`config.mk`:
```
export PLATFORM = sky130hd
export DESIGN_NAME = nec_stack_sequencer
export DESIGN_NICKNAME = d
export VERILOG_FILES = /design/src/rtl/nec_stack_sequencer.sv
export SDC_FILE = /design/constraint.sdc
export NUM_CORES = 1
export LEC_CHECK = 0
export ABC_AREA = 1
export ABC_CLOCK_PERIOD_IN_PS = 2910
export CELL_PAD_IN_SITES_DETAIL_PLACEMENT = 1
export CELL_PAD_IN_SITES_GLOBAL_PLACEMENT = 1
export CORE_ASPECT_RATIO = 0.6
export CORE_MARGIN = 4
export CORE_UTILIZATION = 27
export CTS_CLUSTER_DIAMETER = 120
export DETAILED_ROUTE_END_ITERATION = 12
export PLACE_DENSITY = 0.74
export SLEW_MARGIN = 20
export SYNTH_ARGS = -nofsm -noshare
export SYNTH_HDL_FRONTEND = slang
export SYNTH_SLANG_ARGS = --single-unit
export TNS_END_PERCENT = 100
```
`constraint.sdc`:
```
create_clock -name clk -period 2.91 [get_ports clk]
set_clock_uncertainty 0.15 [all_clocks]
set_input_delay 0.4365 -clock clk [delete_from_list [all_inputs] [get_ports clk]]
set_output_delay 0.4365 -clock clk [all_outputs]
set_load 0.01 [all_outputs]
```
`src/rtl/nec_stack_sequencer.sv`:
```
// Multi-register stack transfer engine: walks a slot bitmask and issues one stack
// bus word per set slot, pre-decrementing SP on push and post-incrementing on pop.
module nec_stack_sequencer #(
    parameter int unsigned       SLOTS        = 16,
    parameter int unsigned       DATA_W       = 16,
    parameter int unsigned       SP_STEP      = 2,
    parameter logic [SLOTS-1:0]  DISCARD_MASK = 16'h0010
) (
    input  logic                       clk,
    input  logic                       reset_n,
    input  logic                       start,
    input  logic                       dir,
    input  logic [SLOTS-1:0]           mask,
    input  logic [15:0]                sp_in,
    output logic                       busy,
    output logic                       done,
    output logic [$clog2(SLOTS)-1:0]   slot,
    input  logic [DATA_W-1:0]          reg_rd_data,
    output logic                       reg_wr,
    output logic [DATA_W-1:0]          reg_wr_data,
    output logic                       bus_req,
    output logic                       bus_we,
    output logic [15:0]                bus_addr,
    output logic [DATA_W-1:0]          bus_wdata,
    input  logic                       bus_ack,
    input  logic [DATA_W-1:0]          bus_rdata,
    output logic [15:0]                sp_out,
    output logic                       sp_wr
);

    localparam int unsigned SW   = $clog2(SLOTS);
    localparam logic [15:0] STEP = 16'(SP_STEP);

    typedef enum logic [1:0] {
        IDLE = 2'd0,
        BUS  = 2'd1,
        DONE = 2'd2
    } state_t;

    state_t           state_q, state_d;
    logic             dir_q, dir_d;
    logic [SLOTS-1:0] pending_q, pending_d;
    logic [15:0]      sp_q, sp_d;

    logic [SW-1:0]    slot_enc;
    logic [SLOTS-1:0] slot_oh;
    logic [SLOTS-1:0] pending_left;
    logic             found;
    logic             ack_cycle;

    // Push walks lowest-first, pop highest-first, so pop undoes a matching push.
    always_comb begin
        slot_enc = '0;
        found    = 1'b0;
        for (int unsigned i = 0; i < SLOTS; i++) begin
            if (pending_q[i]) begin
                if (dir_q) begin
                    slot_enc = SW'(i);
                end else if (!found) begin
                    slot_enc = SW'(i);
                    found    = 1'b1;
                end
            end
        end
    end

    always_comb begin
        slot_oh           = '0;
        slot_oh[slot_enc] = 1'b1;
    end

    assign pending_left = pending_q & ~slot_oh;
    assign ack_cycle    = (state_q == BUS) && bus_ack;

    always_comb begin
        state_d   = state_q;
        dir_d     = dir_q;
        pending_d = pending_q;
        sp_d      = sp_q;
        unique case (state_q)
            IDLE: begin
                if (start) begin
                    dir_d     = dir;
                    pending_d = mask;
                    if (mask != '0) begin
                        state_d = BUS;
                        sp_d    = dir ? sp_in : (sp_in - STEP);
                    end else begin
                        state_d = DONE;
                        sp_d    = sp_in;
                    end
                end
            end
            BUS: begin
                if (bus_ack) begin
                    pending_d = pending_left;
                    // Push stops decrementing on the last slot so SP ends at the last written word.
                    if (dir_q) begin
                        sp_d = sp_q + STEP;
                    end else if (pending_left != '0) begin
                        sp_d = sp_q - STEP;
                    end
                    if (pending_left == '0) begin
                        state_d = DONE;
                    end
                end
            end
            DONE: begin
                state_d = IDLE;
            end
            default: begin
                state_d = IDLE;
            end
        endcase
    end

    always_ff @(posedge clk or negedge reset_n) begin
        if (!reset_n) begin
            state_q   <= IDLE;
            dir_q     <= 1'b0;
            pending_q <= '0;
            sp_q      <= '0;
        end else begin
            state_q   <= state_d;
            dir_q     <= dir_d;
            pending_q <= pending_d;
            sp_q      <= sp_d;
        end
    end

    always_comb begin
        busy        = (state_q != IDLE);
        done        = (state_q == DONE);
        sp_wr       = (state_q == DONE);
        slot        = slot_enc;
        bus_req     = (state_q == BUS);
        bus_we      = (state_q == BUS) && !dir_q;
        bus_addr    = sp_q;
        bus_wdata   = reg_rd_data;
        sp_out      = sp_q;
        reg_wr      = ack_cycle && dir_q && !DISCARD_MASK[slot_enc];
        reg_wr_data = reg_wr ? bus_rdata : '0;
    end

endmodule

```
==> impl_metrics.toml, run 1 <==
[finish]
finalNetCount = 809
area_of_the_multi_input_gates_sq_um = 2567
mostFrequentLayoutCell = "sky130_fd_sc_hd__nand2_1"
antenna_cell_count = 0
area.growth.synth_to_final_pct = 69.79
drive_gt1_share_pct = 34.02
final_core_utilization_pct = 47.38
most-common-layout-cells = "sky130_fd_sc_hd__nand2_1, sky130_fd_sc_hd__buf_4, sky130_fd_sc_hd__clkdlybuf4s50_1, sky130_fd_sc_hd__inv_1, sky130_fd_sc_hd__o21ai_0"
nFillCells = 1595
area.sequential_sq_um = 877.1

[pwr]
p_leak_uw = 0.002905
power_density_nw_per_um2 = 1414
report.power.total_uw = 8692
vdd_ir_drop_max_mv = 0.4525

[sta]
worst_slew_pin_slew_ns = 0.5122
final.min_clock_period_ns = 3.253
fmaxAchievable_ghz = 0.3074
worst_slew_margin_rel_pct = 65.85
setup_viol_count_final = 36
rsz0062_at_grt = "true"
timing.setup.tns_ns = -9.707
final_critical_path_setup_slack_ns = -0.3428
final-max-slew-violation-count = 0
share_of_the_clock_period_used_by_the_worst_path_pct = 111.8
timing.final.hold_violations = 0

[run_status]
violations = "negative setup slack"
run_status = "complete, but fails checks"

[synth]
postSynthNetCount = 628
synth_flop_cell = "sky130_fd_sc_hd__dfrtp_1"
synth_edf_count = 0
synth.top_cell.area_share_pct = 24.20
synth.ff_latch_count = 35
yosysWarnings = 0
post_synth_top_area_cell = "sky130_fd_sc_hd__dfrtp_1"
synth_seq_area_share_pct = 24.20
synthArstFlopShare_pct = 100.0
syn-cell-area_sq_um = 3620
syn-instance-count = 544
post_synth.cell_area_avg_sq_um = 6.654
synth.lib_cells_used.distinct = 45
post_synth_main_area_contributors = "sky130_fd_sc_hd__dfrtp_1, sky130_fd_sc_hd__nand2_1, sky130_fd_sc_hd__buf_4"

[detailed_routing]
wirelength_mm = 15.87
avgRoutedWirePerCell_um = 17.71
detail_routed_via_count_per_cell = 4.992
drcViolationCount = 0
route.vias.total = 4473
detail-route-antenna-nets = 0
detailedRoute.firstPassIterationCount = 4
first_iter_violations = 178

[worst_hold_path]
min_from = "bus_addr[5]"
timing.hold.worst_path_depth = 2
hold-path-endpoint = "bus_addr[5]"
holdCritPathClass = "reg2reg"

[global_routing]
grt_first_pass_wirelength_mm = 25.26
first_global_vias = 4897
grt_antenna_before_repair = 0
grt.overflow.total = 0
grt_start_max_net_pins = 36
grt.total_usage_pct = 20.30

[critical_path]
regToRegEndpoint = "bus_addr[11]"
critPathRequiredTime_ns = 2.32
worstSetupPathType = "reg2out"
critical_path_arrival_ns = 2.67
timing.rr.start = "pending_q[2]"
crit_path_end_kind = "primary output"
r2r_setup_slack_ns = -0.32
crit_path_launch_type = "flip-flop"
critPathMaxFanout = 8
ff2ff_path_depth = 26

[clock_tree]
clk_path_buf_depth = 2
cts_num_sinks = 35
postCtsHoldBufs = 0
insertion_delay_ns = 0.30
cts_inserted_buffers = 5
ctsHtreeMaxLevel = 2
clock_transition_at_the_registers_of_the_reported_paths_ns = 0.06
clock_tree_from_tritoncts = "built"
root_driver = "sky130_fd_sc_hd__clkbuf_16"

[die]
initial_utilization_pct = 27.90
rows = 32
io_pins = 143
die_y_um = 97.69
die_w_um = 157.5
die-area_sq_um = 15380
standard_cell_core_area_sq_um = 12970

[placed_design]
gp_congestion = 0.8569
port_buffers = 110
hpwl_mm = 11.18

[flow_run]
max_cap_viol_count = 0
## cell usage after synthesis, types with 2 or more instances
cell	n
sky130_fd_sc_hd__nand2_2	6
sky130_fd_sc_hd__o211ai_1	3
sky130_fd_sc_hd__ha_1	14
sky130_fd_sc_hd__nand3_1	40
sky130_fd_sc_hd__nor3_1	4
sky130_fd_sc_hd__inv_1	59
sky130_fd_sc_hd__clkinv_1	2
sky130_fd_sc_hd__buf_4	35
sky130_fd_sc_hd__nand3b_1	2
sky130_fd_sc_hd__a31o_2	8
sky130_fd_sc_hd__nor2_2	7
sky130_fd_sc_hd__xor2_1	14
sky130_fd_sc_hd__a21oi_4	2
sky130_fd_sc_hd__mux2i_1	2
sky130_fd_sc_hd__nand2_1	130
sky130_fd_sc_hd__buf_6	2
sky130_fd_sc_hd__xnor2_1	4
sky130_fd_sc_hd__inv_2	2
sky130_fd_sc_hd__nand3_2	3
sky130_fd_sc_hd__dfrtp_1	35
sky130_fd_sc_hd__nor4_1	4
sky130_fd_sc_hd__o22ai_1	10
sky130_fd_sc_hd__nand4_1	12
sky130_fd_sc_hd__o21ai_2	2
sky130_fd_sc_hd__nor2_1	36
sky130_fd_sc_hd__clkbuf_1	12
sky130_fd_sc_hd__a31oi_1	2
sky130_fd_sc_hd__a21oi_1	35
sky130_fd_sc_hd__o21ai_0	41
## final cells by class
cell class	instances	area share, %
Multi-Input combinational cell	395	41.78
Timing Repair Buffer	224	33.49
Tap cell	170	3.461
Inverter	64	4.173
Sequential cell	35	14.27
Clock inverter	2	0.5700
Clock buffer	6	2.260
## per-layer routing
metal	global-route usage, %	up-vias	share of wire (%)
li1	-	2135	-
met1	26.15	2188	44
met2	35.26	124	49
met3	3.293	26	5.3
met4	5.023	0	1.9
met5	0	-	0
## registers in the layout (all words and copies together) (netlist names)
register,count
bus_addr,16
pending_q,16
state_q,2
dir_q,1
## through the flow
step                cell area [sq um]  std cells  hold slack [ns]  setup slack (ns)
floorplan                        3620        544        -0.009091           0.02161
global placement                 5318        864           0.3736           -0.2175
detailed placement               5318        864           0.3822           -0.3151
CTS                              6045        899           0.4022           -0.2419
global route                     6146        896           0.4308           -0.5249
finish                           6146        896           0.4014           -0.3428
## cells by family (layout without fill, tap and decap cells)
| family | Yosys count | count (layout) | share of synthesized area, % |
|---|---|---|---|
| fa+ha+maj | 15 | 15 | 5.392 |
| compound gates | 109 | 109 | 17.73 |
| flops | 35 | 35 | 24.20 |
| simple gates | 249 | 250 | 31.39 |
| xor+xnor | 18 | 18 | 4.355 |
| buf+inv | 115 | 296 | 16.07 |
| mux | 3 | 3 | 0.8642 |
## power breakdown
part | internal [uW] | switching (uW)
logic | 3380 | 3640
registers | 719 | 291
clock network | 427 | 239
total | 4520 | 4170
## critical path, cell delays in order, from the launching register on
cell and delay, ns:
sky130_fd_sc_hd__dfrtp_1 0.42, sky130_fd_sc_hd__nor2_4 0.15, sky130_fd_sc_hd__nand2_2 0.10, sky130_fd_sc_hd__buf_4 0.15
sky130_fd_sc_hd__o21bai_4 0.15, sky130_fd_sc_hd__o211ai_1 0.13, sky130_fd_sc_hd__nand2_1 0.10, sky130_fd_sc_hd__nand2_1 0.10
sky130_fd_sc_hd__nand2_2 0.12, sky130_fd_sc_hd__nor2_4 0.06, sky130_fd_sc_hd__nor2_2 0.14, sky130_fd_sc_hd__nand4_1 0.15
sky130_fd_sc_hd__nand4_1 0.14, sky130_fd_sc_hd__buf_6 0.15, sky130_fd_sc_hd__buf_8 0.15, sky130_fd_sc_hd__inv_1 0.05
sky130_fd_sc_hd__buf_2 0.13
## worst max path at each step
stage,from,slack (ns),cells after the start,endpoint
2_1_floorplan,dir_q,0.02,17,bus_addr[14]
3_3_place_gp,pending_q[2],-0.22,16,reg_wr_data[8]
3_5_place_dp,pending_q[2],-0.32,17,reg_wr_data[10]
4_1_cts,pending_q[3],-0.24,17,reg_wr_data[0]
5_1_grt,dir_q,-0.52,16,bus_addr[14]
6_report,pending_q[2],-0.34,16,reg_wr
## what timing repair did
item	in CTS	in global routing
setup endpoints to repair	38	43
resized for setup	154	62
buffers inserted	22	4
cloned	5	0
pin swaps	30	30
Note: power is estimated with default switching activity, not from simulation.
==> inputs of run 2 (changes only) <==
--- a/config.mk
+++ b/config.mk
@@ -11,10 +11,11 @@
 export CELL_PAD_IN_SITES_GLOBAL_PLACEMENT = 1
 export CORE_ASPECT_RATIO = 0.6
 export CORE_MARGIN = 4
-export CORE_UTILIZATION = 27
+export CORE_UTILIZATION = 28
+export CTS_BUF_LIST = sky130_fd_sc_hd__clkbuf_8
 export CTS_CLUSTER_DIAMETER = 120
 export DETAILED_ROUTE_END_ITERATION = 12
-export PLACE_DENSITY = 0.74
+export PLACE_DENSITY = 0.77
 export SLEW_MARGIN = 20
 export SYNTH_ARGS = -nofsm -noshare
 export SYNTH_HDL_FRONTEND = slang
==> run 2 against run 1 <==
  * The flow still finishes with violations (negative setup slack)
  * Non-clock buffer count rose by 5
  * Total power shrank 6.7%
  * Worst setup slack worse by 0.023 ns
  * Via count down 0.29%
  * Register-to-register slack lost 0.04 ns
  * Critical path depth did not move
  * Final cell count unchanged
  * Clock power decreased by 42%
  * Fmax fell by 0.71%
  * Hold slack worse by 0.0099 ns
  * Critical endpoint is now reg_wr_data[2]
==> impl_metrics.toml, run 2 (synthesis results as in run 1) <==
[placed_design]
gp_congestion = 0.9005
hpwl_mm = 11.94
postPlaceCellArea_sq_um = 5361
place_inst = 864
port_buffers = 110
place_ws_ns = -0.3667

[die]
rows = 31
io_pins = 143
die-area_sq_um = 14870
die_y_um = 96.07
die_w_um = 154.8
initial_utilization_pct = 29.35
standard_cell_core_area_sq_um = 12330

[finish]
mostFrequentLayoutCell = "sky130_fd_sc_hd__nand2_1"
layoutNonFillerInstCount = 896
drive_gt1_share_pct = 31.60
stdcell_area_sq_um = 5881
antenna_cell_count = 0
final_core_utilization_pct = 47.68
area.growth.synth_to_final_pct = 62.46
most-common-layout-cells = "sky130_fd_sc_hd__nand2_1, sky130_fd_sc_hd__buf_4, sky130_fd_sc_hd__clkdlybuf4s50_1, sky130_fd_sc_hd__inv_1, sky130_fd_sc_hd__o21ai_0"
finalNetCount = 814
nFillCells = 1563

[pwr]
swShare_pct = 49.11
switchingPower_uw = 3982
internal_power_uw = 4126
share_clk_of_total_power_pct = 4.8
p_leak_uw = 0.002882
part_of_the_power_in_combinational_logic_pct = 83.2
vdd_ir_drop_max_mv = 0.4087
power_density_nw_per_um2 = 1379
power.sequential.fraction_pct = 12.0

[critical_path]
critPathRequiredTime_ns = 2.32
slowest_stage = "sky130_fd_sc_hd__dfrtp_1"
cp_slowest_stage_delay_ns = 0.40
critical-path-top-delay-family = "buffers and inverters"
worstSetupPathType = "reg2out"
timing.rr.start = "pending_q[2]"
crit_path_end_kind = "primary output"
timing.critical_path.buf_inv = 6
critical_path_arrival_ns = 2.69
crit_path_launch_type = "flip-flop"
crit_path_cell_trace = "nor2_2 > nand2_2 > nand2_2 > nand3_2 > o21ai_2 > buf_6 > buf_4 > o21ai_4 > buf_6 > a21oi_4 > nand4_1 > nand4_1 > buf_12 > buf_8 > nor2_1 > buf_2"
crit_start = "pending_q[2]"
critPathMaxFanout = 6

[sta]
timing.final.hold_violations = 0
worst_slew_margin_rel_pct = 65.71
final-max-slew-violation-count = 0
share_of_the_clock_period_used_by_the_worst_path_pct = 112.6
timing.setup.tns_ns = -11.88
setup_viol_count_final = 36
worst_slew_pin_slew_ns = 0.5144
final.min_clock_period_ns = 3.276
rsz0062_at_grt = "true"
fmaxAchievable_ghz = 0.3052
final_critical_path_setup_slack_ns = -0.3661

[detailed_routing]
wirelength_mm = 15.76
avgRoutedWirePerCell_um = 17.59
detail-route-antenna-nets = 0
route.vias.total = 4460
first_iter_violations = 347
drcViolationCount = 0
detailedRoute.firstPassIterationCount = 4
detail_routed_via_count_per_cell = 4.978

[global_routing]
grt.total_usage_pct = 20.29
grt_antenna_before_repair = 0
grt_util_met2_pct = 34.40
first_global_vias = 4786
global_route.usage.met1_pct = 27.63
gr-max-usage-layer = "met2"
grt_start_max_net_pins = 36
grt_first_pass_wirelength_mm = 24.27
grt.overflow.total = 0
global_route.usage.met3_pct = 3.055

[run_status]
run_status = "complete, but fails checks"
violations = "negative setup slack"

[clock_tree]
ctsHtreeMaxLevel = 2
postCtsHoldBufs = 0
cts_inserted_buffers = 5
clock_tree_from_tritoncts = "built"
cts_num_sinks = 35
insertion_delay_ns = 0.32
clock_transition_at_the_registers_of_the_reported_paths_ns = 0.08
clk_path_buf_depth = 2
root_driver = "sky130_fd_sc_hd__clkbuf_8"

[worst_hold_path]
holdCritPathClass = "in2async"

[flow_run]
max_cap_viol_count = 0
## run 2: cell types whose count changed in the layout (fill, tap and decap cells not counted), moves of 3 or more
cell                        previous run  this run
sky130_fd_sc_hd__buf_2                11        17
sky130_fd_sc_hd__buf_4                94       102
sky130_fd_sc_hd__buf_6                19        11
sky130_fd_sc_hd__clkbuf_16             5         1
sky130_fd_sc_hd__clkbuf_8              1         5
sky130_fd_sc_hd__nand2_1             107       118
sky130_fd_sc_hd__nand2_2              22        13
sky130_fd_sc_hd__nand3_1              22        19
sky130_fd_sc_hd__nand3_2              16        22
sky130_fd_sc_hd__nand3_4               6         3
sky130_fd_sc_hd__nor2_1               18        30
sky130_fd_sc_hd__nor2_2               11         8
sky130_fd_sc_hd__nor2_4               15         6
## run 2: worst paths after layout
check,to,cells past startpoint,slack (ns)
worst max-delay path,reg_wr_data[2],16,-0.37
worst min-delay path,bus_addr[10],2,0.39
worst max register to register,bus_addr[14],24,-0.36
worst min register to register,bus_addr[5],2,0.39
max in group asynchronous,dir_q,2,1.83
min in group clk,bus_addr[5],2,0.39
## run 2: power groups by stage
stage	Sequential (uW)	Combinational (uW)	Clock [uW]
6_report	973	6750	386
5_1_grt	1010	7320	402
3_3_place_gp	953	5480	0
3_5_place_dp	972	5740	0
2_1_floorplan	1010	3430	0
4_1_cts	969	6040	386
## run 2: routing by layer
layer	vias up	wire (um)
met5	-	0
met4	0	251
met3	24	968
met2	151	7286
met1	2145	7252
li1	2140	-
## run 2: stage by stage
step	power [uW]	hold slack, ns
2_1_floorplan	4433	-0.009091
5_1_grt	8727	0.4345
3_5_place_dp	6709	0.3743
4_1_cts	7396	0.3929
3_3_place_gp	6431	0.3748
6_report	8108	0.3916
## run 2: area by class of cell
cell class                 count  area (sq um)  area share [%]
multi-input combinational    394          2419           41.13
timing repair buffer         229          2042           34.72
sequential                    35         877.1           14.91
inverter                      64         245.2           4.170
tap                          165         206.4           3.511
clock buffer                   5         68.82           1.170
clock inverter                 3         15.01          0.2553
timing repair inverter         1         7.507          0.1277
## run 2: timing repair
action	4_1_cts	5_1_grt
pin swaps	14	35
gates cloned	2	1
buffers inserted	14	8
setup endpoints to repair	37	46
gates resized for setup	99	63
